<file path="src/rtl/dmem_access_ctrl_if.sv">
// -----------------------------------------------------------------------------
// dmem_access_ctrl_if
// Data-memory request/acknowledge bus between the MEM-stage controller and the
// external data memory.
//   dmem_req   : bus request, held until dmem_ack
//   dmem_we    : write strobe (1 = write)
//   dmem_addr  : word-aligned byte address
//   dmem_wdata : write data
//   dmem_be    : byte-lane enables
//   dmem_ack   : single-cycle completion pulse from memory
//   dmem_rdata : read data, valid with dmem_ack
// Modports: master (controller side), slave (memory side).
// -----------------------------------------------------------------------------
interface dmem_access_ctrl_if #(
   parameter int unsigned BITS = 32
) ();
   logic            dmem_req;
   logic            dmem_we;
   logic [BITS-1:0] dmem_addr;
   logic [BITS-1:0] dmem_wdata;
   logic [3:0]      dmem_be;
   logic            dmem_ack;
   logic [BITS-1:0] dmem_rdata;

   modport master (
      output dmem_req,
      output dmem_we,
      output dmem_addr,
      output dmem_wdata,
      output dmem_be,
      input  dmem_ack,
      input  dmem_rdata
   );

   modport slave (
      input  dmem_req,
      input  dmem_we,
      input  dmem_addr,
      input  dmem_wdata,
      input  dmem_be,
      output dmem_ack,
      output dmem_rdata
   );
endinterface

</file>
<file path="src/rtl/dmem_access_ctrl.sv">
// -----------------------------------------------------------------------------
// dmem_access_ctrl
// Stage-4 (MEM) memory-access controller. Issues one data-memory bus access per
// EX/MEM instruction, stalls stages 1-4 until it completes, tracks the LL/SC
// reservation and returns load data or the SC result toward stage 5.
//
// Ports:
//   clk, rst_          : clock, asynchronous active-low reset
//   alu_out_s4         : effective byte address
//   sel_mem_s4         : memory operation present in stage 4
//   mem_rw_s4          : 1 = read, 0 = write
//   r2_data_s4         : store data
//   byte_en_s4         : byte-lane enables
//   load_link_s4       : LL qualifier (with a read)
//   check_link_s4      : SC qualifier (with a write)
//   halt_s4, link_clr  : kill the reservation
//   dmem               : data-memory bus (master modport)
//   mem_stall          : freeze stages 1-4
//   mem_data_s4        : load data / SC result
//   link_valid         : reservation held
//   bus_err            : sticky access-timeout flag
//
// Optional feature: define DMEM_TIMEOUT_EN to abort accesses that see no
// dmem_ack within TIMEOUT_CYCLES BUSY cycles (sets bus_err, returns DEADBEEF).
// Without it BUSY waits indefinitely and bus_err is tied low.
// -----------------------------------------------------------------------------
module dmem_access_ctrl #(
   parameter int unsigned BITS           = 32,
   parameter int unsigned TIMEOUT_CYCLES = 256
) (
   input  logic                clk,
   input  logic                rst_,
   input  logic [BITS-1:0]     alu_out_s4,
   input  logic                sel_mem_s4,
   input  logic                mem_rw_s4,
   input  logic [BITS-1:0]     r2_data_s4,
   input  logic [3:0]          byte_en_s4,
   input  logic                load_link_s4,
   input  logic                check_link_s4,
   input  logic                halt_s4,
   input  logic                link_clr,
   dmem_access_ctrl_if.master  dmem,
   output logic                mem_stall,
   output logic [BITS-1:0]     mem_data_s4,
   output logic                link_valid,
   output logic                bus_err
);

   typedef enum logic [1:0] {StIdle, StBusy, StDone} state_e;

   state_e            state_q, state_d;
   logic              req_q, req_d;
   logic              we_q, we_d;
   logic [BITS-1:0]   addr_q, addr_d;
   logic [BITS-1:0]   wdata_q, wdata_d;
   logic [3:0]        be_q, be_d;
   logic [BITS-1:0]   data_q, data_d;
   logic              link_valid_q, link_valid_d;
   logic [BITS-3:0]   link_addr_q, link_addr_d;
   logic              is_rd_q, is_rd_d;
   logic              is_ll_q, is_ll_d;
   logic              is_sc_q, is_sc_d;

   logic              sc_req, sc_ok;
   logic              link_set, link_kill;
   logic              tmo_hit;
   logic [BITS-1:0]   lane_mask;

   assign sc_req = check_link_s4 && !mem_rw_s4;
   assign sc_ok  = link_valid_q && (link_addr_q == alu_out_s4[BITS-1:2]);

   assign mem_stall = ((state_q == StIdle) && sel_mem_s4) || (state_q == StBusy);

   // Zero the read-data lanes that were not enabled.
   always_comb begin
      lane_mask = '0;
      for (int i = 0; i < 4; i++) begin
         lane_mask[i*8 +: 8] = {8{be_q[i]}};
      end
   end

   always_comb begin
      state_d      = state_q;
      req_d        = req_q;
      we_d         = we_q;
      addr_d       = addr_q;
      wdata_d      = wdata_q;
      be_d         = be_q;
      data_d       = data_q;
      is_rd_d      = is_rd_q;
      is_ll_d      = is_ll_q;
      is_sc_d      = is_sc_q;
      link_addr_d  = link_addr_q;
      link_valid_d = link_valid_q;
      link_set     = 1'b0;
      link_kill    = 1'b0;

      unique case (state_q)
         StIdle: begin
            if (sel_mem_s4) begin
               if (sc_req && !sc_ok) begin
                  // Lost reservation: no bus cycle, report failure.
                  data_d    = '0;
                  link_kill = 1'b1;
                  state_d   = StDone;
               end else begin
                  req_d   = 1'b1;
                  we_d    = ~mem_rw_s4;
                  addr_d  = alu_out_s4 & ~(BITS'(3));
                  wdata_d = r2_data_s4;
                  be_d    = byte_en_s4;
                  is_rd_d = mem_rw_s4;
                  is_ll_d = mem_rw_s4 && load_link_s4;
                  is_sc_d = sc_req;
                  state_d = StBusy;
               end
            end
         end
         StBusy: begin
            if (dmem.dmem_ack) begin
               req_d   = 1'b0;
               we_d    = 1'b0;
               state_d = StDone;
               if (is_rd_q) begin
                  data_d   = dmem.dmem_rdata & lane_mask;
                  link_set = is_ll_q;
               end else if (is_sc_q) begin
                  data_d    = BITS'(1);
                  link_kill = 1'b1;
               end else begin
                  data_d    = '0;
                  link_kill = (addr_q[BITS-1:2] == link_addr_q);
               end
            end else if (tmo_hit) begin
               // Abandoned access: leave the reservation untouched.
               req_d   = 1'b0;
               we_d    = 1'b0;
               data_d  = BITS'(32'hDEAD_BEEF);
               state_d = StDone;
            end
         end
         StDone: begin
            state_d = StIdle;
         end
         default: begin
            state_d = StIdle;
         end
      endcase

      if (link_set) begin
         link_valid_d = 1'b1;
         link_addr_d  = addr_q[BITS-1:2];
      end
      // External kills win over an LL completing in the same cycle.
      if (link_kill || link_clr || halt_s4) begin
         link_valid_d = 1'b0;
      end
   end

   always_ff @(posedge clk or negedge rst_) begin
      if (!rst_) begin
         state_q      <= StIdle;
         req_q        <= 1'b0;
         we_q         <= 1'b0;
         addr_q       <= '0;
         wdata_q      <= '0;
         be_q         <= 4'hF;
         data_q       <= '0;
         is_rd_q      <= 1'b0;
         is_ll_q      <= 1'b0;
         is_sc_q      <= 1'b0;
         link_valid_q <= 1'b0;
         link_addr_q  <= '0;
      end else begin
         state_q      <= state_d;
         req_q        <= req_d;
         we_q         <= we_d;
         addr_q       <= addr_d;
         wdata_q      <= wdata_d;
         be_q         <= be_d;
         data_q       <= data_d;
         is_rd_q      <= is_rd_d;
         is_ll_q      <= is_ll_d;
         is_sc_q      <= is_sc_d;
         link_valid_q <= link_valid_d;
         link_addr_q  <= link_addr_d;
      end
   end

`ifdef DMEM_TIMEOUT_EN
   localparam int unsigned CntW = $clog2(TIMEOUT_CYCLES) + 1;

   logic [CntW-1:0] tmo_cnt_q, tmo_cnt_d;
   logic            bus_err_q, bus_err_d;

   // Fires in the TIMEOUT_CYCLES-th BUSY cycle if that cycle also lacks an ack.
   assign tmo_hit = (state_q == StBusy) && !dmem.dmem_ack &&
                    (tmo_cnt_q == CntW'(TIMEOUT_CYCLES - 1));

   always_comb begin
      tmo_cnt_d = '0;
      if ((state_q == StBusy) && !dmem.dmem_ack) begin
         tmo_cnt_d = tmo_cnt_q + CntW'(1);
      end
      bus_err_d = bus_err_q | tmo_hit;
   end

   always_ff @(posedge clk or negedge rst_) begin
      if (!rst_) begin
         tmo_cnt_q <= '0;
         bus_err_q <= 1'b0;
      end else begin
         tmo_cnt_q <= tmo_cnt_d;
         bus_err_q <= bus_err_d;
      end
   end

   assign bus_err = bus_err_q;
`else
   assign tmo_hit = 1'b0;
   assign bus_err = 1'b0;
`endif

   assign dmem.dmem_req   = req_q;
   assign dmem.dmem_we    = we_q;
   assign dmem.dmem_addr  = addr_q;
   assign dmem.dmem_wdata = wdata_q;
   assign dmem.dmem_be    = be_q;
   assign mem_data_s4     = data_q;
   assign link_valid      = link_valid_q;

endmodule

</file>
<file path="src/flat_wrapper.sv">
// flat-port wrapper written by rule: the top's interface ports become plain ports
module dmem_access_ctrl_flat 
#(
   parameter int unsigned BITS           = 32,
   parameter int unsigned TIMEOUT_CYCLES = 256
)
  (clk, rst_, alu_out_s4, sel_mem_s4, mem_rw_s4, r2_data_s4, byte_en_s4, load_link_s4, check_link_s4, halt_s4, link_clr, mem_stall, mem_data_s4, link_valid, bus_err, dmem_dmem_req, dmem_dmem_we, dmem_dmem_addr, dmem_dmem_wdata, dmem_dmem_be, dmem_dmem_ack, dmem_dmem_rdata);
  dmem_access_ctrl_if #(.BITS(BITS)) dmem_i ();
  input  logic clk;
  input  logic rst_;
  input  logic [BITS-1:0] alu_out_s4;
  input  logic sel_mem_s4;
  input  logic mem_rw_s4;
  input  logic [BITS-1:0] r2_data_s4;
  input  logic [3:0] byte_en_s4;
  input  logic load_link_s4;
  input  logic check_link_s4;
  input  logic halt_s4;
  input  logic link_clr;
  output logic mem_stall;
  output logic [BITS-1:0] mem_data_s4;
  output logic link_valid;
  output logic bus_err;
  output wire logic [$bits(dmem_i.dmem_req)-1:0] dmem_dmem_req;
  output wire logic [$bits(dmem_i.dmem_we)-1:0] dmem_dmem_we;
  output wire logic [$bits(dmem_i.dmem_addr)-1:0] dmem_dmem_addr;
  output wire logic [$bits(dmem_i.dmem_wdata)-1:0] dmem_dmem_wdata;
  output wire logic [$bits(dmem_i.dmem_be)-1:0] dmem_dmem_be;
  input wire logic [$bits(dmem_i.dmem_ack)-1:0] dmem_dmem_ack;
  input wire logic [$bits(dmem_i.dmem_rdata)-1:0] dmem_dmem_rdata;
  assign dmem_dmem_req = dmem_i.dmem_req;
  assign dmem_dmem_we = dmem_i.dmem_we;
  assign dmem_dmem_addr = dmem_i.dmem_addr;
  assign dmem_dmem_wdata = dmem_i.dmem_wdata;
  assign dmem_dmem_be = dmem_i.dmem_be;
  assign dmem_i.dmem_ack = dmem_dmem_ack;
  assign dmem_i.dmem_rdata = dmem_dmem_rdata;
  dmem_access_ctrl #(.BITS(BITS), .TIMEOUT_CYCLES(TIMEOUT_CYCLES)) u_core (.clk(clk), .rst_(rst_), .alu_out_s4(alu_out_s4), .sel_mem_s4(sel_mem_s4), .mem_rw_s4(mem_rw_s4), .r2_data_s4(r2_data_s4), .byte_en_s4(byte_en_s4), .load_link_s4(load_link_s4), .check_link_s4(check_link_s4), .halt_s4(halt_s4), .link_clr(link_clr), .dmem(dmem_i), .mem_stall(mem_stall), .mem_data_s4(mem_data_s4), .link_valid(link_valid), .bus_err(bus_err));
endmodule
</file>
<file path="config.mk">
export PLATFORM = sky130hd
export DESIGN_NAME = dmem_access_ctrl_flat
export DESIGN_NICKNAME = d
export VERILOG_FILES = /design/src/rtl/dmem_access_ctrl_if.sv /design/src/rtl/dmem_access_ctrl.sv /design/src/flat_wrapper.sv
export SDC_FILE = /design/constraint.sdc
export NUM_CORES = 1
export LEC_CHECK = 0
export ABC_AREA = 1
export BUFFER_PORTS_ARGS = -buffer_cell sky130_fd_sc_hd__buf_2
export CAP_MARGIN = 20
export CORE_MARGIN = 1.5
export CORE_UTILIZATION = 40
export CTS_CLUSTER_SIZE = 12
export DETAILED_ROUTE_END_ITERATION = 8
export GPL_TIMING_DRIVEN = 0
export PLACE_DENSITY = 0.63
export SLEW_MARGIN = 20
export SYNTH_ARGS = -nofsm -noshare
export SYNTH_HDL_FRONTEND = slang
export SYNTH_SLANG_ARGS = --single-unit
</file>
<file path="constraint.sdc">
create_clock -name clk -period 4.3 [get_ports clk]
set_input_delay 0.215 -clock clk [delete_from_list [all_inputs] [get_ports clk]]
set_output_delay 0.215 -clock clk [all_outputs]
set_load 0.02 [all_outputs]
</file>
==> flow_metrics.py <==
metrics = {
    "status": {
        "status": "finished clean",
    },
    "synthesis": {
        "synth_area_sq_um": 6890,
        "yosys.area_share.adder_pct": 0,
        "yosys_warnings": 0,
        "synth_cells": 907,
        "async_flop_share_pct": 100,
        "avgSynthCellArea_sq_um": 7.59,
        "ys_seq_area_share_pct": 49.5,
        "synth_top_family_by_area": "simple AND/OR/NAND/NOR gates",
        "synth_top_area_cell": "dfrtp_1",
        "synth_ff_type": "dfrtp_1",
        "synth-edff-count": 0,
        "ys_types": 27,
        "ys_top_cells_by_area": "dfrtp_1 (48%), nand2_1 (20%), nand4_1 (6.8%)",
        "synth_compound_area_share_pct": 2.47,
        "synthSimpleGateAreaFrac_pct": 34.6,
        "synth_top_area_share_pct": 48.0,
        "ys_ff_latch": 136,
        "muxShareOfSynthArea_pct": 0.327,
        "synth-xor-area-share_pct": 2.54,
    },
    "timing": {
        "min_period_ns": 1.96,
        "finalHoldViolCount": 0,
        "period_share_pct": 45.6,
        "finalClockSkew_ns": 0.0104,
        "fin_setup_tns_ns": 0,
        "setup_slack_ns": 2.34,
        "fmax_ghz": 0.510,
        "setup_viol": 0,
        "worst_slew_pin_slew_ns": 0.586,
        "maxSlewViolCount": 0,
        "relSlewSlack_pct": 60.9,
        "rsz0062_at_grt": "no",
    },
    "clocking": {
        "htreeDepth": 4,
        "path_clk_slew_ns": 0.06,
        "clock_sinks": 136,
        "cts_max_path_buffers": 2,
        "root_buffer": "clkbuf_16",
        "cts-resized-gates": 0,
        "cts_made_buffers": 17,
        "cts_tree": "done",
        "worstSkewPairLatency_ns": 0.43,
    },
    "route": {
        "drc": 0,
        "first_pass_iters": 5,
        "via_count": 6465,
        "antenna_left": 0,
        "avgViaCountPerCell": 4.72,
        "post_drt_wl_per_cell_um": 14.3,
        "drt_iter0_drc": 366,
        "routed_wl_um": 19600,
    },
    "min_path": {
        "holdPathStages": 3,
        "hp-class": "in2reg",
    },
    "placed_design": {
        "portBuffers": 207,
        "dp.cells": 1337,
        "pre_cts_ws_ns": 2.35,
        "hpwl_um": 14200,
        "gp_congestion": 0.801,
    },
    "power_and_ir_drop": {
        "ir_worst_vdd_uv": 335,
        "p_per_area_nw_per_um2": 709,
        "p_leak_uw": 0.00515,
    },
    "setup_path": {
        "cp_num_buf_inv": 2,
        "cp.required_ns": 4.61,
        "cp_slowest_stage_delay_ns": 0.40,
        "reg2regPathDepth": 13,
        "path_cells": "inv_1, nand2_1, nand2_1, nand2_1, nor2_1, nand2_1, nor2_1, nand2_2, nand2_4, nand3_4, buf_6, nand2_1, nand2_1",
        "critical_path_class": "reg2reg",
        "path_delay_family": "simple AND/OR/NAND/NOR gates",
        "path_depth": 13,
        "crit_arrival_ns": 2.28,
        "cp-start-kind": "flop",
        "end_kind": "flop",
        "path_common_cell": "nand2_1",
        "cp_slowest_cell": "dfrtp_1",
        "crit_fanout": 10,
    },
    "global_routing": {
        "grt_usage_pct": 22.3,
        "grt_max_degree": 86,
        "gr-total-overflow": 0,
        "grt_pass1_wl_um": 31300,
        "first_global_vias": 6103,
        "antenna_found_initial": 0,
    },
    "finish": {
        "fin_cells": 1371,
        "diodes": 0,
        "post-route-util_pct": 53.2,
        "area_growth_pct": 28.9,
        "nets": 1247,
        "drive_gt1_share_pct": 26.5,
    },
    "flow_run": {
        "drv_cap": 0,
    },
    "floorplan": {
        "io_pins": 214,
        "rows": 47,
        "start_util_pct": 41.2,
        "die_y_um": 134,
        "die-width_um": 134,
        "coreArea_sq_um": 16700,
        "fp.dieArea_sq_um": 18000,
    },
}
-- Yosys cell counts (8+ instances only) --
cell type,number
inv_1,95
dfrtp_1,132
xnor2_1,13
buf_6,11
buf_2,12
nand4_1,75
nor2_1,60
nand2_1,362
o21ai_0,29
or2_2,8
nand3_1,43
clkbuf_1,21
inv_2,18
-- registers in the layout (all words and copies together), names as in the netlist --
name / count
u_core.dmem.dmem_wdata: 32
u_core.mem_data_s4: 32
u_core.dmem.dmem_addr: 30
u_core.link_addr_q: 30
u_core.dmem.dmem_be: 4
u_core.state_q: 2
u_core.dmem.dmem_req: 1
u_core.dmem.dmem_we: 1
u_core.is_ll_q: 1
u_core.is_rd_q: 1
u_core.is_sc_q: 1
u_core.link_valid: 1
-- tightest hold or removal path: cells and delay by family --
family,cells,cell delay [ns]
simple gates,2,0.12
buf+inv,1,0.09
-- cell families after synthesis --
kind of cell           after synthesis
AND/OR/NAND/NOR                    554
buffers and inverters              161
other                                1
XOR/XNOR                            20
flip-flops                         136
AO/OA/AOI/OAI                       33
multiplexers                         2
-- path summary, 6_finish.rpt --
kind                                               startpoint                                    end  slack (ns)
setup / recovery            u_core.link_addr_q[5]$_DFFE_PN0P_  u_core.dmem.dmem_addr[18]$_DFFE_PN0P_        2.34
hold / removal                                  byte_en_s4[2]     u_core.dmem.dmem_be[2]$_DFFE_PN1P_        0.01
setup reg to reg            u_core.link_addr_q[5]$_DFFE_PN0P_  u_core.dmem.dmem_addr[18]$_DFFE_PN0P_        2.34
hold reg to reg            u_core.mem_data_s4[28]$_DFFE_PN0P_     u_core.mem_data_s4[28]$_DFFE_PN0P_        0.46
max in group asynchronous                                rst_     u_core.dmem.dmem_be[2]$_DFFE_PN1P_        3.23
min in group asynchronous                                rst_  u_core.dmem.dmem_addr[23]$_DFFE_PN0P_        0.27
-- report_power, final --
group	switching, uW	total (uW)	internal (uW)
clock network	586	1520	930
logic	1650	2550	896
registers	429	2230	1800
total	2670	6300	3630
-- placed cells by master, fill, tap and decap left out, types with 8 or more instances in the layout --
| cell | count |
|---|---|
| nand3_1 | 43 |
| dfrtp_1 | 132 |
| nand4_1 | 75 |
| clkbuf_16 | 17 |
| o21ai_0 | 29 |
| xnor2_1 | 13 |
| inv_1 | 95 |
| buf_6 | 11 |
| clkbuf_1 | 21 |
| nor2_1 | 60 |
| nand2_1 | 362 |
| or2_2 | 8 |
| buf_2 | 218 |
| inv_2 | 18 |
-- metrics by stage --
| step | cell area [sq um] | hold slack [ns] | total power [uW] |
|---|---|---|---|
| floorplan | 6890 | -0.0806 | 3920 |
| global placement | 8210 | 0.413 | 4770 |
| detailed placement | 8240 | 0.153 | 4810 |
| CTS | 8880 | 0.00598 | 6350 |
| global route | 8880 | 0.00309 | 6760 |
| finish | 8880 | 0.0150 | 6300 |
-- area by class of cell --
class | count | area, sq um
Clock buffer | 18 | 439
Clock inverter | 14 | 176
Tap cell | 220 | 275
Sequential cell | 136 | 3410
Timing Repair Buffer | 210 | 1090
Fill cell | 1673 | 7820
Multi-Input combinational cell | 612 | 2760
Inverter | 113 | 424
Buffer | 48 | 300
-- timing repair --
| action | 4_1_cts | 5_1_grt |
|---|---|---|
| setup buffers | 0 | 0 |
| hold endpoints to repair | 51 | 0 |
| hold buffers | 2 | 0 |
-- routing by layer --
layer	vias up	track usage [%]	wire [um]
met1	2973	31.7	9340
li1	3295	-	-
met5	-	0	0
met4	0	6.45	232
met2	181	34.0	8980
met3	16	5.22	1080
Note: power is estimated with default switching activity, not from simulation.
